<file path="src/rtl/bcd_to_signed.sv">
// Serial BCD (MSB digit first) plus sign flag to two's-complement binary, saturating at 2^MAG_W-1.
// Result registered on the last digit handshake (y_valid one cycle later); y/sat/bad_digit hold until y_ready.
module bcd_to_signed #(
  parameter int NUM_DIGITS = 3,
  parameter int MAG_W      = 8
) (
  input  logic             clk,
  input  logic             rst_n,
  input  logic             start,
  input  logic             sign_in,
  input  logic             digit_valid,
  input  logic [3:0]       digit,
  output logic             digit_ready,
  output logic             y_valid,
  input  logic             y_ready,
  output logic [MAG_W:0]   y,
  output logic             sat,
  output logic             bad_digit
);

  localparam int ACC_W = MAG_W + 4;
  localparam int CNT_W = (NUM_DIGITS > 1) ? $clog2(NUM_DIGITS) : 1;
  localparam logic [ACC_W-1:0] MAX_MAG  = {4'b0000, {MAG_W{1'b1}}};
  localparam logic [CNT_W-1:0] LAST_IDX = CNT_W'(NUM_DIGITS - 1);

  typedef enum logic [1:0] {
    S_IDLE  = 2'd0,
    S_ACCUM = 2'd1,
    S_DONE  = 2'd2
  } state_t;

  state_t           r_state;
  state_t           w_state_nxt;

  logic [ACC_W-1:0] r_acc;
  logic [CNT_W-1:0] r_cnt;
  logic             r_sign;
  logic             r_sat;
  logic             r_bad;
  logic [MAG_W:0]   r_y;

  logic             w_start_fire;
  logic             w_digit_fire;
  logic             w_last_digit;
  logic             w_y_fire;
  logic             w_digit_bad;
  logic [3:0]       w_digit_eff;
  logic [ACC_W-1:0] w_prod;
  logic             w_over;
  logic [ACC_W-1:0] w_acc_nxt;
  logic [MAG_W:0]   w_mag_ext;
  logic [MAG_W:0]   w_y_nxt;

  assign w_start_fire = (r_state == S_IDLE) && start;
  assign w_digit_fire = digit_valid && digit_ready;
  assign w_last_digit = w_digit_fire && (r_cnt == LAST_IDX);
  assign w_y_fire     = y_valid && y_ready;

  // Out-of-range BCD codes are flagged and decoded as 9.
  assign w_digit_bad = (digit > 4'd9);
  assign w_digit_eff = w_digit_bad ? 4'd9 : digit;

  // acc is clamped to MAX_MAG, so acc*10+9 always fits in ACC_W bits.
  assign w_prod    = (r_acc << 3) + (r_acc << 1) + {{(ACC_W-4){1'b0}}, w_digit_eff};
  assign w_over    = (w_prod > MAX_MAG);
  assign w_acc_nxt = w_over ? MAX_MAG : w_prod;

  // Negating a zero magnitude yields zero, so no negative zero appears.
  assign w_mag_ext = {1'b0, w_acc_nxt[MAG_W-1:0]};
  assign w_y_nxt   = r_sign ? -w_mag_ext : w_mag_ext;

  always_ff @(posedge clk or negedge rst_n) begin
    if (!rst_n) begin
      r_state <= S_IDLE;
    end else begin
      r_state <= w_state_nxt;
    end
  end

  always_comb begin
    w_state_nxt = r_state;
    case (r_state)
      S_IDLE:  if (start)        w_state_nxt = S_ACCUM;
      S_ACCUM: if (w_last_digit) w_state_nxt = S_DONE;
      S_DONE:  if (y_ready)      w_state_nxt = S_IDLE;
      default:                   w_state_nxt = S_IDLE;
    endcase
  end

  always_comb begin
    digit_ready = 1'b0;
    y_valid     = 1'b0;
    case (r_state)
      S_ACCUM: digit_ready = 1'b1;
      S_DONE:  y_valid     = 1'b1;
      default: ;
    endcase
  end

  always_ff @(posedge clk or negedge rst_n) begin
    if (!rst_n) begin
      r_acc  <= '0;
      r_cnt  <= '0;
      r_sign <= 1'b0;
      r_sat  <= 1'b0;
      r_bad  <= 1'b0;
      r_y    <= '0;
    end else if (w_start_fire) begin
      r_acc  <= '0;
      r_cnt  <= '0;
      r_sign <= sign_in;
      r_sat  <= 1'b0;
      r_bad  <= 1'b0;
    end else if (w_digit_fire) begin
      r_acc <= w_acc_nxt;
      r_cnt <= r_cnt + CNT_W'(1);
      r_sat <= r_sat | w_over;
      r_bad <= r_bad | w_digit_bad;
      if (w_last_digit) begin
        r_y <= w_y_nxt;
      end
    end
  end

  assign y         = r_y;
  assign sat       = r_sat;
  assign bad_digit = r_bad;

  // w_y_fire only documents the consume condition used by the FSM.
  logic w_unused;
  assign w_unused = w_y_fire;

endmodule
</file>
<file path="config.mk">
export PLATFORM = sky130hd
export DESIGN_NAME = bcd_to_signed
export DESIGN_NICKNAME = d
export VERILOG_FILES = /design/src/rtl/bcd_to_signed.sv
export SDC_FILE = /design/constraint.sdc
export NUM_CORES = 1
export LEC_CHECK = 0
export ABC_AREA = 1
export BUFFER_PORTS_ARGS = -buffer_cell sky130_fd_sc_hd__buf_2
export CAP_MARGIN = 0
export CELL_PAD_IN_SITES_DETAIL_PLACEMENT = 1
export CELL_PAD_IN_SITES_GLOBAL_PLACEMENT = 1
export CORE_MARGIN = 10
export CORE_UTILIZATION = 38
export CTS_CLUSTER_DIAMETER = 60
export DETAILED_ROUTE_END_ITERATION = 8
export PLACE_DENSITY = 0.79
export SLEW_MARGIN = 20
export SYNTH_ARGS = -nofsm -noshare
export SYNTH_HDL_FRONTEND = slang
export SYNTH_SLANG_ARGS = --single-unit
</file>
<file path="constraint.sdc">
create_clock -name clk -period 3.01 [get_ports clk]
set_clock_uncertainty 0.1 [all_clocks]
set_input_delay 0.301 -clock clk [delete_from_list [all_inputs] [get_ports clk]]
set_output_delay 0.301 -clock clk [all_outputs]
set_load 0.03 [all_outputs]
</file>
# Yosys cells after proc, flatten, opt, wreduce, memory -nomap -nowiden
# Index checks and enable logic that the tools add are counted.
word_totals:
  input_bits: 10
  regBits: 27
  wordCells: 46
  out_inout_bits: 13
classes:
  magnitude_cmp: 2
  n_addsub: 4
  n_mux: 17
  n_reduce_logical: 7
  n_eq_ne: 6
  bitwise: 3
ops:
  columns: ["operator", "n"]
  rows:
  - ["2-to-1 mux 11 bit", 3]
  - ["adder 12 bit", 1]
  - ["adder 12 x 4 -> 12 bit", 1]
  - ["greater-than comparator 12 x 8 -> 1 bit (second input constant)", 1]
  - ["2-to-1 mux 2 bit", 5]
  - ["2-to-1 mux 9 bit", 1]
  - ["negation 8 -> 9 bit", 1]
  - ["2-to-1 mux 1 bit", 6]
  - ["inequality test 2 bit (second input constant)", 3]
  - ["one-hot mux 2 bit (3 select lines)", 1]
  - ["AND reduction 3 bit", 2]
  - ["== test 2 bit (second input constant)", 2]
  - ["greater-than comparator 4 bit (second input constant)", 1]
  - ["2-to-1 mux 4 bit", 1]
  - ["logical AND 1 bit", 3]
  - ["adder 2 x 1 -> 2 bit (second input constant)", 1]
  - ["== test 2 x 1 -> 1 bit (second input constant)", 1]
  - ["zero test 2 bit", 1]
  - ["bitwise OR 1 bit", 2]
  - ["nonzero test 2 bit", 1]
  - ["NOT 1 bit", 1]

# Logic depth before layout (Yosys ltp)
logic_depth:
  word_depth: 7
  depth_mapped: 25
  mapped_depth_nobuf: 25

# Worst setup path after synthesis
# Ideal clock, no wire load.
synth_timing:
  path_type: "input-to-reg"
  startpoint: "input port digit[2]"
  endpoint: "register r_y[6], in the netlist y[6]"
  arrival_ns: 3.078
  stages: 24
  required_time_ns: 2.792
  setup_slack_ns: -0.286
  setup_ns: 0.118
  path_buffers: 0
  path_cell_list: "inv_1 -> a21oi_1 -> nor2_1 -> ha_1 -> ha_1 -> inv_1 -> fa_1 -> inv_1 -> nand3_1 -> nand2_1 -> nand3_1 -> nand3_1 -> nand2_2 -> nor2_8 -> nand2_4 -> nor3_2 -> ha_1 -> nand2_1 -> nor2_2 -> nand2_2 -> nand2_1 -> nand2_1 -> nand3_1 -> nand2_1"
synth_between:
  elab_chain_len: 7
synth_rtl:
  columns: ["element", "line", "source"]
  rows:
  - ["from (decl)", "12", "input logic [3:0] digit,"]
  - ["greater-than comparator 4 bit", "60", "assign w_digit_bad = (digit > 4'd9);"]
  - ["2-to-1 mux 4 bit *", "61", "assign w_digit_eff = w_digit_bad ? 4'd9 : digit;"]
  - ["adder 12 x 4 -> 12 bit *", "64", "assign w_prod = (r_acc << 3) + (r_acc << 1) + {{(ACC_W-4){1'b0}}, w_digit_eff};"]
  - ["greater-than comparator 12 x 8 -> 1 bit", "65", "assign w_over = (w_prod > MAX_MAG);"]
  - ["2-to-1 mux 11 bit *", "66", "assign w_acc_nxt = w_over ? MAX_MAG : w_prod;"]
  - ["negation 8 -> 9 bit", "70", "assign w_y_nxt = r_sign ? -w_mag_ext : w_mag_ext;"]
  - ["2-to-1 mux 9 bit *", "70", null]
  - ["to (signal assigned)", "120", "r_y <= w_y_nxt;"]
  - ["to (decl)", "40", "logic [MAG_W:0] r_y;"]
# Every way passes the cells marked *; elsewhere a longest branch is shown, timed or not.
# A chain may end at the register's enable or synchronous reset.

# Worst setup path in the final report
layout_timing:
  startpoint: "register r_acc[0]"
  endpoint: "register r_y[6], in the netlist y[6]"
layout_between:
  elab_chain_len: 6
layout_rtl:
  columns: ["element", "line", "source"]
  rows:
  - ["from (decl)", "35", "logic [ACC_W-1:0] r_acc;"]
  - ["from (signal assigned)", "115", "r_acc <= w_acc_nxt;"]
  - ["adder 12 bit *", "64", null]
  - ["adder 12 x 4 -> 12 bit *", "64", null]
  - ["greater-than comparator 12 x 8 -> 1 bit", "65", null]
  - ["2-to-1 mux 11 bit *", "66", null]
  - ["negation 8 -> 9 bit", "70", null]
  - ["2-to-1 mux 9 bit *", "70", null]
# Marked as above.

==> flow_summary.toml <==
[clock_network]
cts_tree = "done"
cts.root.buffer_cell = "sky130_fd_sc_hd__clkbuf_8"
cts_made_buffers = 3
worst_skew_pair.late_latency_ps = 280
clkSlewWorstSetupHoldPaths_ps = 100
deepest_clock_path_buffer_count = 2
cts_htree_levels = 1
cts.sinks = 27

[yosys]
synth_seq_area_share_pct = 34.31
simple_gate_area_share_of_the_yosys_netlist_pct = 30.81
synth_cell_type_count = 27
yosysWarnings = 0
syn_avg_cell_area_um2 = 7.517
yosys.area_share.adder_pct = 14.74
mappedNetlistArea_um2 = 1969
synth_top_cells_by_area = "sky130_fd_sc_hd__dfrtp_1 (34%), sky130_fd_sc_hd__ha_1 (13%), sky130_fd_sc_hd__nand2_1 (13%), sky130_fd_sc_hd__inv_1 (8.2%), sky130_fd_sc_hd__nand3_1 (6.1%)"
synth.ff_latch_count = 27
combinational_family_with_the_most_area_after_synthesis = "simple AND/OR/NAND/NOR gates"
synth.largest_area_cell = "sky130_fd_sc_hd__dfrtp_1"
post_synth_xor_area_fraction_pct = 2.668
synth.net_count = 294
share_of_yosys_cell_area_claimed_by_the_top_area_cell_type_pct = 34.31
post_synth_mux_area_share_pct = 0
synthCells = 262
synth_compound_area_share_pct = 8.513

[placement]
place_congestion = 0.8342
post_dp_cell_area_um2 = 2320
buffer_ports.inserted = 22
dp_hpwl_mm = 4.377

[worst_setup_path]
critical_path_class = "flop to flop"
worst-path-max-fanout = 4
timing.critical_path.from_type = "flop"
r2r-start = "r_acc[0]"
end_kind = "flop"
timing.rr.end = "y[6]"
worstPathArrival_ps = 3190
setup.reg_to_reg.worst_slack_ps = -100
worst_path_required_time_ps = 3090
r2r_cells = 20
crit_path_start = "r_acc[0]"

[grt]
grt_antenna_before_repair = 0
grt_use_total_pct = 14.43
vias_in_the_first_global_route = 2078
grt_start_max_net_pins = 28
grt-ovfl-total = 0
grt_first_pass_wirelength_mm = 9.894

[floorplanning]
fp.dieArea_um2 = 8462
placementRows = 26
initial_utilization_pct = 38.81
die-height_um = 91.99
die_x_um = 91.99
number_of_top_level_pins = 23
core-area_um2 = 5075

[hold_path]
min-delay-start = "y_ready"
holdCritPathClass = "input port to flop"
whs_endpoint = "r_state[1]"
min_path_cells = 2

[sta]
hold_violations = 0
report.final.setup_viol = 4
fin_crit_sh_pct = 103.3
layout_setup_ws_ps = -100.4
final_slew_violations = 0
transition_time_at_the_pin_with_the_least_slew_margin_ps = 630.1
fmax_mhz = 321.5
whs_ps = 74.63
post-route-min-period_ps = 3110
relSlewSlack_pct = 57.99
grt_setup_unrepaired = "true"

[detailed_routing]
routed_wire_length_per_instance_um = 17.43
drt.antenna.violating_nets = 0
dr.pass1.iters = 4
drtIter0Drc = 104
postRouteWirelength_mm = 6.622
detailroute.via_count = 1939
detail_route.drc_violations = 0
drt-vias-per-instance = 5.103

[cells_and_area]
drive_above_1_share_pct = 36.77
flow.area_growth_from_synthesis_pct = 36.85
filler_cell_count = 637
layout.area.seq_um2 = 676.9
layout.core_utilization_pct = 53.11
design.final.nets = 343
finish.instance_area_um2 = 2695
multi_input_comb_area_um2 = 1400
diodes = 0

[outcome]
violations = "negative setup slack"
outcome = "finished with violations"

[flow_run]
timing.max_cap.violations = 0
[layer usage]
metal | wire length [um] | GRT usage [%] | part of all wire [%] | vias up
met2 | 3363 | 26.53 | 51 | 40
met4 | 191 | 5.784 | 2.9 | 0
met1 | 2859 | 16.07 | 43 | 952
li1 | - | - | - | 934
met3 | 207 | 2.363 | 3.1 | 13
met5 | 0 | 0 | 0 | -
[timing repair]
| action | 4_1_cts | 5_1_grt |
|---|---|---|
| setup buffers | 6 | 3 |
| endpoints found under the hold margin | 27 | 0 |
| resized for setup | 20 | 30 |
| endpoints found under the setup margin | 7 | 9 |
| pin swaps | 20 | 16 |
| hold buffers | 1 | 0 |
[layout by cell type, fill, tap and decap left out, drive strengths merged]
| cell type | count |
|---|---|
| xor2 | 3 |
| nand3 | 25 |
| o31ai | 1 |
| nand2 | 71 |
| fa | 2 |
| dlygate4sd3 | 1 |
| a21oi | 10 |
| o21ai | 17 |
| nand4 | 5 |
| o211ai | 1 |
| o22ai | 1 |
| nor3 | 2 |
| o21bai | 1 |
| nand3b | 1 |
| inv | 43 |
| clkbuf | 3 |
| buf | 47 |
| xnor2 | 3 |
| ha | 20 |
| dfrtp | 27 |
| nor2 | 25 |
| clkinvlp | 1 |
[critical path: stages, from the launching register on]
cell	delay (ps)
sky130_fd_sc_hd__dfrtp_1	410
sky130_fd_sc_hd__inv_2	80
sky130_fd_sc_hd__fa_1	470
sky130_fd_sc_hd__fa_2	400
sky130_fd_sc_hd__inv_2	90
sky130_fd_sc_hd__nand3_2	90
sky130_fd_sc_hd__nand2_4	100
sky130_fd_sc_hd__nand3_4	80
sky130_fd_sc_hd__nand3_4	110
sky130_fd_sc_hd__nand2_4	80
sky130_fd_sc_hd__nor2_8	90
sky130_fd_sc_hd__nand2_4	80
sky130_fd_sc_hd__nor3_4	180
sky130_fd_sc_hd__ha_4	190
sky130_fd_sc_hd__nand2_4	60
sky130_fd_sc_hd__nor2_4	90
sky130_fd_sc_hd__nand2_2	70
sky130_fd_sc_hd__nand2_1	60
sky130_fd_sc_hd__nand2_1	70
sky130_fd_sc_hd__nand3_2	60
sky130_fd_sc_hd__nand2_2	50
[metrics by stage]
stage	worst slack [ps]	TNS, ps	instances
floorplan	-92.19	-165.7	262
global placement	-188.4	-577.0	367
detailed placement	-337.8	-1513	367
CTS	-67.08	-102.5	378
global route	-266.3	-1476	380
finish	-100.4	-249.1	380
[synthesized netlist by cell type]
library cell,n
sky130_fd_sc_hd__xnor2_1,3
sky130_fd_sc_hd__nand2_4,1
sky130_fd_sc_hd__o21bai_1,1
sky130_fd_sc_hd__nand3_2,1
sky130_fd_sc_hd__ha_1,20
sky130_fd_sc_hd__a21oi_1,9
sky130_fd_sc_hd__o21ai_0,15
sky130_fd_sc_hd__nor2_8,1
sky130_fd_sc_hd__nand2_2,4
sky130_fd_sc_hd__xor2_1,3
sky130_fd_sc_hd__o22ai_1,1
sky130_fd_sc_hd__nor2_4,1
sky130_fd_sc_hd__nand3_1,24
sky130_fd_sc_hd__nand4_1,5
sky130_fd_sc_hd__o21ai_1,2
sky130_fd_sc_hd__o31ai_1,1
sky130_fd_sc_hd__nand3b_2,1
sky130_fd_sc_hd__nand2_1,66
sky130_fd_sc_hd__clkbuf_1,4
sky130_fd_sc_hd__a21oi_2,1
sky130_fd_sc_hd__o211ai_1,1
sky130_fd_sc_hd__fa_1,2
sky130_fd_sc_hd__nor2_1,18
sky130_fd_sc_hd__nor3_2,2
sky130_fd_sc_hd__inv_1,43
sky130_fd_sc_hd__dfrtp_1,27
sky130_fd_sc_hd__nor2_2,5
[flip-flops by register name, summed over array words and instances (netlist names)]
| signal | cells |
|---|---|
| r_state | 2 |
| y | 9 |
| r_cnt | 2 |
| bad_digit | 1 |
| r_sign | 1 |
| sat | 1 |
| r_acc | 11 |
[cell type report]
cell class                      instances  area share [%]
Clock buffer                            3           1.532
Timing Repair Buffer                   48           11.42
Multi-Input combinational cell        188           51.95
Clock inverter                          1          0.2786
Tap cell                               70           3.250
Inverter                               43           6.453
Sequential cell                        27           25.12
[how the worst max path moves through the flow]
stage	end	slack (ps)	cells after the start
2_1_floorplan	y[8]	-90	22
3_3_place_gp	y[8]	-190	23
3_5_place_dp	y[6]	-340	25
4_1_cts	y[6]	-70	21
5_1_grt	y[6]	-270	20
6_report	y[6]	-100	20
[kinds of logic after synthesis]
kind of cell | Yosys count
adder cells (fa/ha/maj) | 22
buffers and inverters | 47
AND/OR/NAND/NOR | 129
AO/OA/AOI/OAI | 31
XOR/XNOR | 6
flip-flops | 27
Power is not shown: default switching activity piles up to over one toggle a cycle in this logic, so the estimate is an artifact.
